`config.mk`:
```
export PLATFORM = sky130hd
export DESIGN_NAME = line_mem_arbiter
export DESIGN_NICKNAME = d
export VERILOG_FILES = /design/src/rtl/line_mem_arbiter.sv
export SDC_FILE = /design/constraint.sdc
export NUM_CORES = 1
export LEC_CHECK = 0
export CAP_MARGIN = 20
export CORE_AREA = 10 10 236 238
export CTS_CLUSTER_DIAMETER = 200
export DETAILED_ROUTE_END_ITERATION = 12
export DIE_AREA = 0 0 246 248
export GPL_TIMING_DRIVEN = 0
export PLACE_DENSITY_LB_ADDON = 0.25
export REMOVE_ABC_BUFFERS = 1
export SYNTH_ARGS = -nofsm -noshare
export SYNTH_HDL_FRONTEND = slang
export SYNTH_SLANG_ARGS = --single-unit
```
`constraint.sdc`:
```
create_clock -name clk_i -period 2.42 [get_ports clk_i]
set_input_delay 0.484 -clock clk_i [delete_from_list [all_inputs] [get_ports clk_i]]
set_output_delay 0.484 -clock clk_i [all_outputs]
set_load 0.02 [all_outputs]
```
`src/rtl/line_mem_arbiter.sv`:
```
// line_mem_arbiter: round-robin icache/dcache line requests serialised into word beats on one memory port
module line_mem_arbiter #(
    parameter int WORDS_PER_LINE = 4,
    parameter bit RESET_PRIO     = 1'b1
) (
    input  logic                         clk_i,
    input  logic                         rstn_i,
    input  logic [31:0]                  ic_addr_i,
    input  logic                         ic_req_valid_i,
    output logic                         ic_req_ready_o,
    output logic                         ic_rsp_valid_o,
    input  logic                         ic_rsp_ready_i,
    output logic [32*WORDS_PER_LINE-1:0] ic_rsp_data_o,
    output logic [31:0]                  ic_rsp_addr_o,
    input  logic [31:0]                  dc_addr_i,
    input  logic                         dc_req_valid_i,
    output logic                         dc_req_ready_o,
    input  logic                         dc_we_i,
    input  logic [32*WORDS_PER_LINE-1:0] dc_data_wr_i,
    output logic                         dc_rsp_valid_o,
    input  logic                         dc_rsp_ready_i,
    output logic [32*WORDS_PER_LINE-1:0] dc_rsp_data_o,
    output logic [31:0]                  dc_rsp_addr_o,
    output logic                         mem_req_o,
    output logic                         mem_we_o,
    output logic [31:0]                  mem_addr_o,
    output logic [31:0]                  mem_wdata_o,
    input  logic                         mem_gnt_i,
    input  logic                         mem_rvalid_i,
    input  logic [31:0]                  mem_rdata_i
);
    localparam int LW = 32 * WORDS_PER_LINE;
    localparam int BW = $clog2(WORDS_PER_LINE);
    localparam logic [31:0] LINE_MASK = ~32'(LW / 8 - 1);

    typedef enum logic [1:0] {IDLE, ISSUE, WAIT, RESP} state_e;

    state_e          state_q, state_d;
    logic [BW-1:0]   beat_q, beat_d;
    logic            rr_q, rr_d;
    logic            cl_q, cl_d;
    logic            we_q, we_d;
    logic [31:0]     addr_q, addr_d;
    logic [LW-1:0]   line_q, line_d;
    logic [LW-1:0]   ic_data_q, ic_data_d, dc_data_q, dc_data_d;
    logic [31:0]     ic_addr_q, ic_addr_d, dc_addr_q, dc_addr_d;
    logic            ic_acc, dc_acc;

    // rr_q names the client that wins a same-cycle conflict; a lone requester is always ready
    assign ic_req_ready_o = (state_q == IDLE) && (!dc_req_valid_i || !rr_q);
    assign dc_req_ready_o = (state_q == IDLE) && (!ic_req_valid_i || rr_q);
    assign ic_acc         = ic_req_valid_i && ic_req_ready_o;
    assign dc_acc         = dc_req_valid_i && dc_req_ready_o;
    assign mem_req_o      = state_q == ISSUE;
    assign mem_we_o       = mem_req_o && we_q;
    assign mem_addr_o     = addr_q + 32'({beat_q, 2'b00});
    assign mem_wdata_o    = line_q[{beat_q, 5'b0} +: 32];
    assign ic_rsp_valid_o = (state_q == RESP) && !cl_q;
    assign dc_rsp_valid_o = (state_q == RESP) && cl_q;
    assign ic_rsp_data_o  = ic_data_q;
    assign ic_rsp_addr_o  = ic_addr_q;
    assign dc_rsp_data_o  = dc_data_q;
    assign dc_rsp_addr_o  = dc_addr_q;

    // next-state: accept, issue each beat until granted, collect beat, hand the line to its owner
    always_comb begin
        state_d   = state_q;
        beat_d    = beat_q;
        rr_d      = rr_q;
        cl_d      = cl_q;
        we_d      = we_q;
        addr_d    = addr_q;
        line_d    = line_q;
        ic_data_d = ic_data_q;
        ic_addr_d = ic_addr_q;
        dc_data_d = dc_data_q;
        dc_addr_d = dc_addr_q;
        case (state_q)
            IDLE: if (ic_acc || dc_acc) begin
                cl_d    = dc_acc;
                we_d    = dc_acc && dc_we_i;
                addr_d  = (dc_acc ? dc_addr_i : ic_addr_i) & LINE_MASK;
                line_d  = dc_acc ? dc_data_wr_i : '0;
                rr_d    = !dc_acc;
                beat_d  = '0;
                state_d = ISSUE;
            end
            ISSUE: state_d = mem_gnt_i ? WAIT : ISSUE;
            WAIT: if (mem_rvalid_i) begin
                if (!we_q) line_d[{beat_q, 5'b0} +: 32] = mem_rdata_i;
                if (beat_q == BW'(WORDS_PER_LINE - 1)) begin
                    beat_d  = '0;
                    state_d = RESP;
                    if (cl_q) begin
                        dc_data_d = line_d;
                        dc_addr_d = addr_q;
                    end else begin
                        ic_data_d = line_d;
                        ic_addr_d = addr_q;
                    end
                end else begin
                    beat_d  = beat_q + 1'b1;
                    state_d = ISSUE;
                end
            end
            RESP: state_d = (cl_q ? dc_rsp_ready_i : ic_rsp_ready_i) ? IDLE : RESP;
        endcase
    end

    // state registers; reset drops any transaction in flight
    always_ff @(posedge clk_i or negedge rstn_i) begin
        if (!rstn_i) begin
            state_q   <= IDLE;
            beat_q    <= '0;
            rr_q      <= RESET_PRIO;
            cl_q      <= 1'b0;
            we_q      <= 1'b0;
            addr_q    <= '0;
            line_q    <= '0;
            ic_data_q <= '0;
            ic_addr_q <= '0;
            dc_data_q <= '0;
            dc_addr_q <= '0;
        end else begin
            state_q   <= state_d;
            beat_q    <= beat_d;
            rr_q      <= rr_d;
            cl_q      <= cl_d;
            we_q      <= we_d;
            addr_q    <= addr_d;
            line_q    <= line_d;
            ic_data_q <= ic_data_d;
            ic_addr_q <= ic_addr_d;
            dc_data_q <= dc_data_d;
            dc_addr_q <= dc_addr_d;
        end
    end
endmodule

```
==> metrics.md <==
| Metric | Value |
|---|---|
| Vias in the first global route | approximately 19,000 |
| Die width | around 250 um |
| Die height | around 250 um |
| CP endpoint kind | output port |
| Min Tclk post-route | roughly 2600 ps |
| Internal | between 0.02 and 0.025 W |
| FF+latch count, synth | 475 |
| Clk root buf | clkbuf_16 |
| Crit-path cells | buf_4 > buf_16 > mux4_2 > buf_4 |
| Worst EP required | roughly 1900 ps |
| Footprint of the multi-input gates | slightly below 0.009 mm2 |
| Largest net degree at the start of global routing | 120 |
| Top cells by area, synth | dfrtp_1 (58%), a32oi_1 (5.4%), a21oi_1 (5.3%) |
| # DRC | 0 |
| Final antenna-violating net count | 0 |
| Cell taking the most area after synthesis | dfrtp_1 |
| Per-cell routed wire length | around 28 um |
| Critical path arrival | ~2100 ps |
| TritonCTS Buffers | approximately 50 |
| Clk pwr share | a little under a quarter |
| Total power | 0.03347 W |
| Placed Area | 0.02785 mm2 |
| Worst-skew pair later-pin latency | 600 ps |
| Worst hold slack | 316.3 ps |
| Hpwl dp | between 60,000 and 70,000 um |
| Switching part of the total | between 30% and 40% |
| Fmax | between 300 and 400 MHz |
| Post-synthesis async set-or-reset flop share | 100.0% |
| Post-synth cell types | 47 |
| Combinational Power Share | approximately 43% |
| Ratio of final minimum period to clock period | 106.2% |
| Share of cells above drive strength 1 | a little under a fifth |
| Iter 0 DRT Violations | roughly 1,700 |
| Starting density of the core | about two fifths |
| Final instance area | around 0.032 mm2 |
| Layout Nets | ~2,800 |
| Via-per-instance ratio | about 5.8 |
| Crit path launch type | flip-flop |
| Sequential standard cell area | approximately 0.012 mm2 |
| CTS H-tree depth | 2 |
| Initial antenna violation count | 15 |
| Max Slew Vio Count | 0 |
| Leak | 13.32 nW |
| Vias | around 19,000 |
| Synthesized area | approximately 0.02 mm2 |
| Clock Path Buffers | 3 |
| Share of the synthesized area in the top cell type | approximately three fifths |
| Pre-antenna DRT Iters | 5 |
| Io pins | a little over 600 |
| Most common library cells after synthesis | dfrtp_1 (474), nor2_1 (224), a21oi_1 (217), nand2_1 (190), o21ai_0 (156) |
| Slowest cell on crit path | mux4_2 |
| Outcome | finished, violations left |
| Worst Path Max Fanout | 6 |
| Max-Cap Viols | 0 |
| Final wirelength | a little under 90,000 um |
| Mapped Cells | around 1,900 |
| Violated checks | negative setup slack |
| First-pass GRT wire length | approximately 130,000 um |
| Layout Area Growth over Synthesis | 55.19% |
| Slew margin rel. | a little over a third |
| Number of fill cells in the layout | around 4,000 |
| Global route total overflow | 0 |
| Final worst slack | -150.8 ps |
| Worst VDD drop | 0.5953 mV |
| Sequential share of the synthesized area | around three fifths |
| Area of the die | between 0.06 and 0.07 mm2 |
| Worst Setup Path Type | flip-flop to output port |
| Buffers on Ports | between 600 and 700 |
| Std cell rows | slightly above 80 |
| Sw power | roughly 0.013 W |
| Critical Path Max Stage Delay | 520 ps |
| Unrepaired setup endpoints after global routing | true |
| GPL Wtd Cong | about 0.84 |
| GRT Total Usage | a little over a quarter |
| Clk sinks | roughly 480 |
| Core area | around 0.051 mm2 |
| EDFF count, synth | 0 |
| Pwr/cell area | 1055 mW/mm2 |
| Class of the worst hold path | input pin to async pin |
| Sequential power share | between 30% and 40% |
| Top FF cell, synth | dfrtp_1 |
| Final setup fails | 77 |
| Worst Max-Slew Pin Slew | between 900 and 1000 ps |
| Syn. warnings | 0 |
| Final hold viol count | 0 |
| Non-Filler Instances | about 3,200 |
| Synth Area per Inst | approximately 11 um2 |
| Number of instances in the placed design | roughly 3,000 |
| Count leader, synth | dfrtp_1 |
| CP dominant cell by count | buf_4 |
| CTS tree | done |
| Clock transition at path regs | 60 ps |
| Clock Skew | approximately 27 ps |
| Final core utilization | between 60% and 70% |
layout make-up:
cell class	instances	area share [%]
clock buffers	79	4.994
well taps	680	2.683
multi-input cells	1236	27.85
clock inverters	13	0.3866
repair buffers	744	26.40
flip-flops and latches	475	37.53
inverters	4	0.07101
diodes	11	0.08679
worst max-delay path: cells and delay by family, from the launching register on:
kind,cells,cell delay (ps)
buf+inv,3,490
flops,1,460
mux,1,520
power by group through the flow:
stage / Sequential [W] / Clock [W] / Combinational (W)
2_1_floorplan: 0.0115 / 0 / 0.00644
3_3_place_gp: 0.0112 / 0 / 0.0115
3_5_place_dp: 0.0111 / 0 / 0.0124
4_1_cts: 0.0110 / 0.00806 / 0.0132
5_1_grt: 0.0114 / 0.00838 / 0.0151
6_report: 0.0112 / 0.00797 / 0.0143
flip-flops by register name, indices dropped and copies added, names as in the netlist:
register,cells
addr_q,28
beat_q,2
cl_q,1
dc_rsp_addr_o,28
dc_rsp_data_o,128
ic_rsp_addr_o,28
ic_rsp_data_o,128
line_q,128
rr_q,1
state_q,2
we_q,1
placed cells by master, fill, tap and decap left out, types with 35 or more instances in the layout:
cell type,netlist,final
clkdlybuf4s50_1,0,563
dfrtp_1,474,469
nor2_1,224,223
a21oi_1,217,211
nand2_1,190,188
o21ai_0,156,137
a2bb2oi_1,88,73
a22oi_1,65,65
clkbuf_16,0,59
a32oi_1,126,57
buf_4,14,57
mux2_2,52,51
a32oi_2,0,48
buf_6,2,35
layer usage:
metal | wire length [um] | part of all wire (%) | GRT usage [%]
met5 | 37 | 0.041 | 0
met1 | 31770 | 36 | 31.26
met3 | 9309 | 10 | 9.009
met4 | 4028 | 4.5 | 13.32
met2 | 44260 | 50 | 45.33
repair_timing:
item	in CTS	in global routing
setup buffers	45	29
setup endpoints to repair	480	170
resized for setup	258	136
cloned	6	7
endpoints found under the hold margin	20	0
pin swaps	10	35
hold buffers	1	0
stage by stage:
stage	setup WS [ps]	TNS (ps)
2_1_floorplan	-9341	-2620490
3_3_place_gp	-20190	-
3_5_place_dp	-1333	-328810
4_1_cts	-176.4	-5630
5_1_grt	-181.0	-10810
6_report	-150.8	-6190
worst paths after layout:
path	slack, ps	endpoint	depth (start not counted)	start
hold / removal	320	dc_rsp_data_o[72]	2	rstn_i
setup reg to reg	-120	line_q[42]	10	beat_q[0]
min in group clk_i	480	dc_rsp_data_o[39]	2	dc_rsp_data_o[39]
max in group asynchronous	630	beat_q[1]	4	rstn_i
setup / recovery	-150	mem_wdata_o[21]	4	beat_q[0]
hold reg to reg	480	dc_rsp_data_o[39]	2	dc_rsp_data_o[39]
cell families after synthesis:
family	after synthesis	synth area share (%)
adders and majority gates	5	0.3061
other	1	0.01835
AOI/OAI and AO/OA	680	21.62
and+or+nand+nor	449	8.865
muxes	88	6.685
buffers and inverters	186	4.334
DFF	475	58.17
Power figures use the tool's default switching activity.
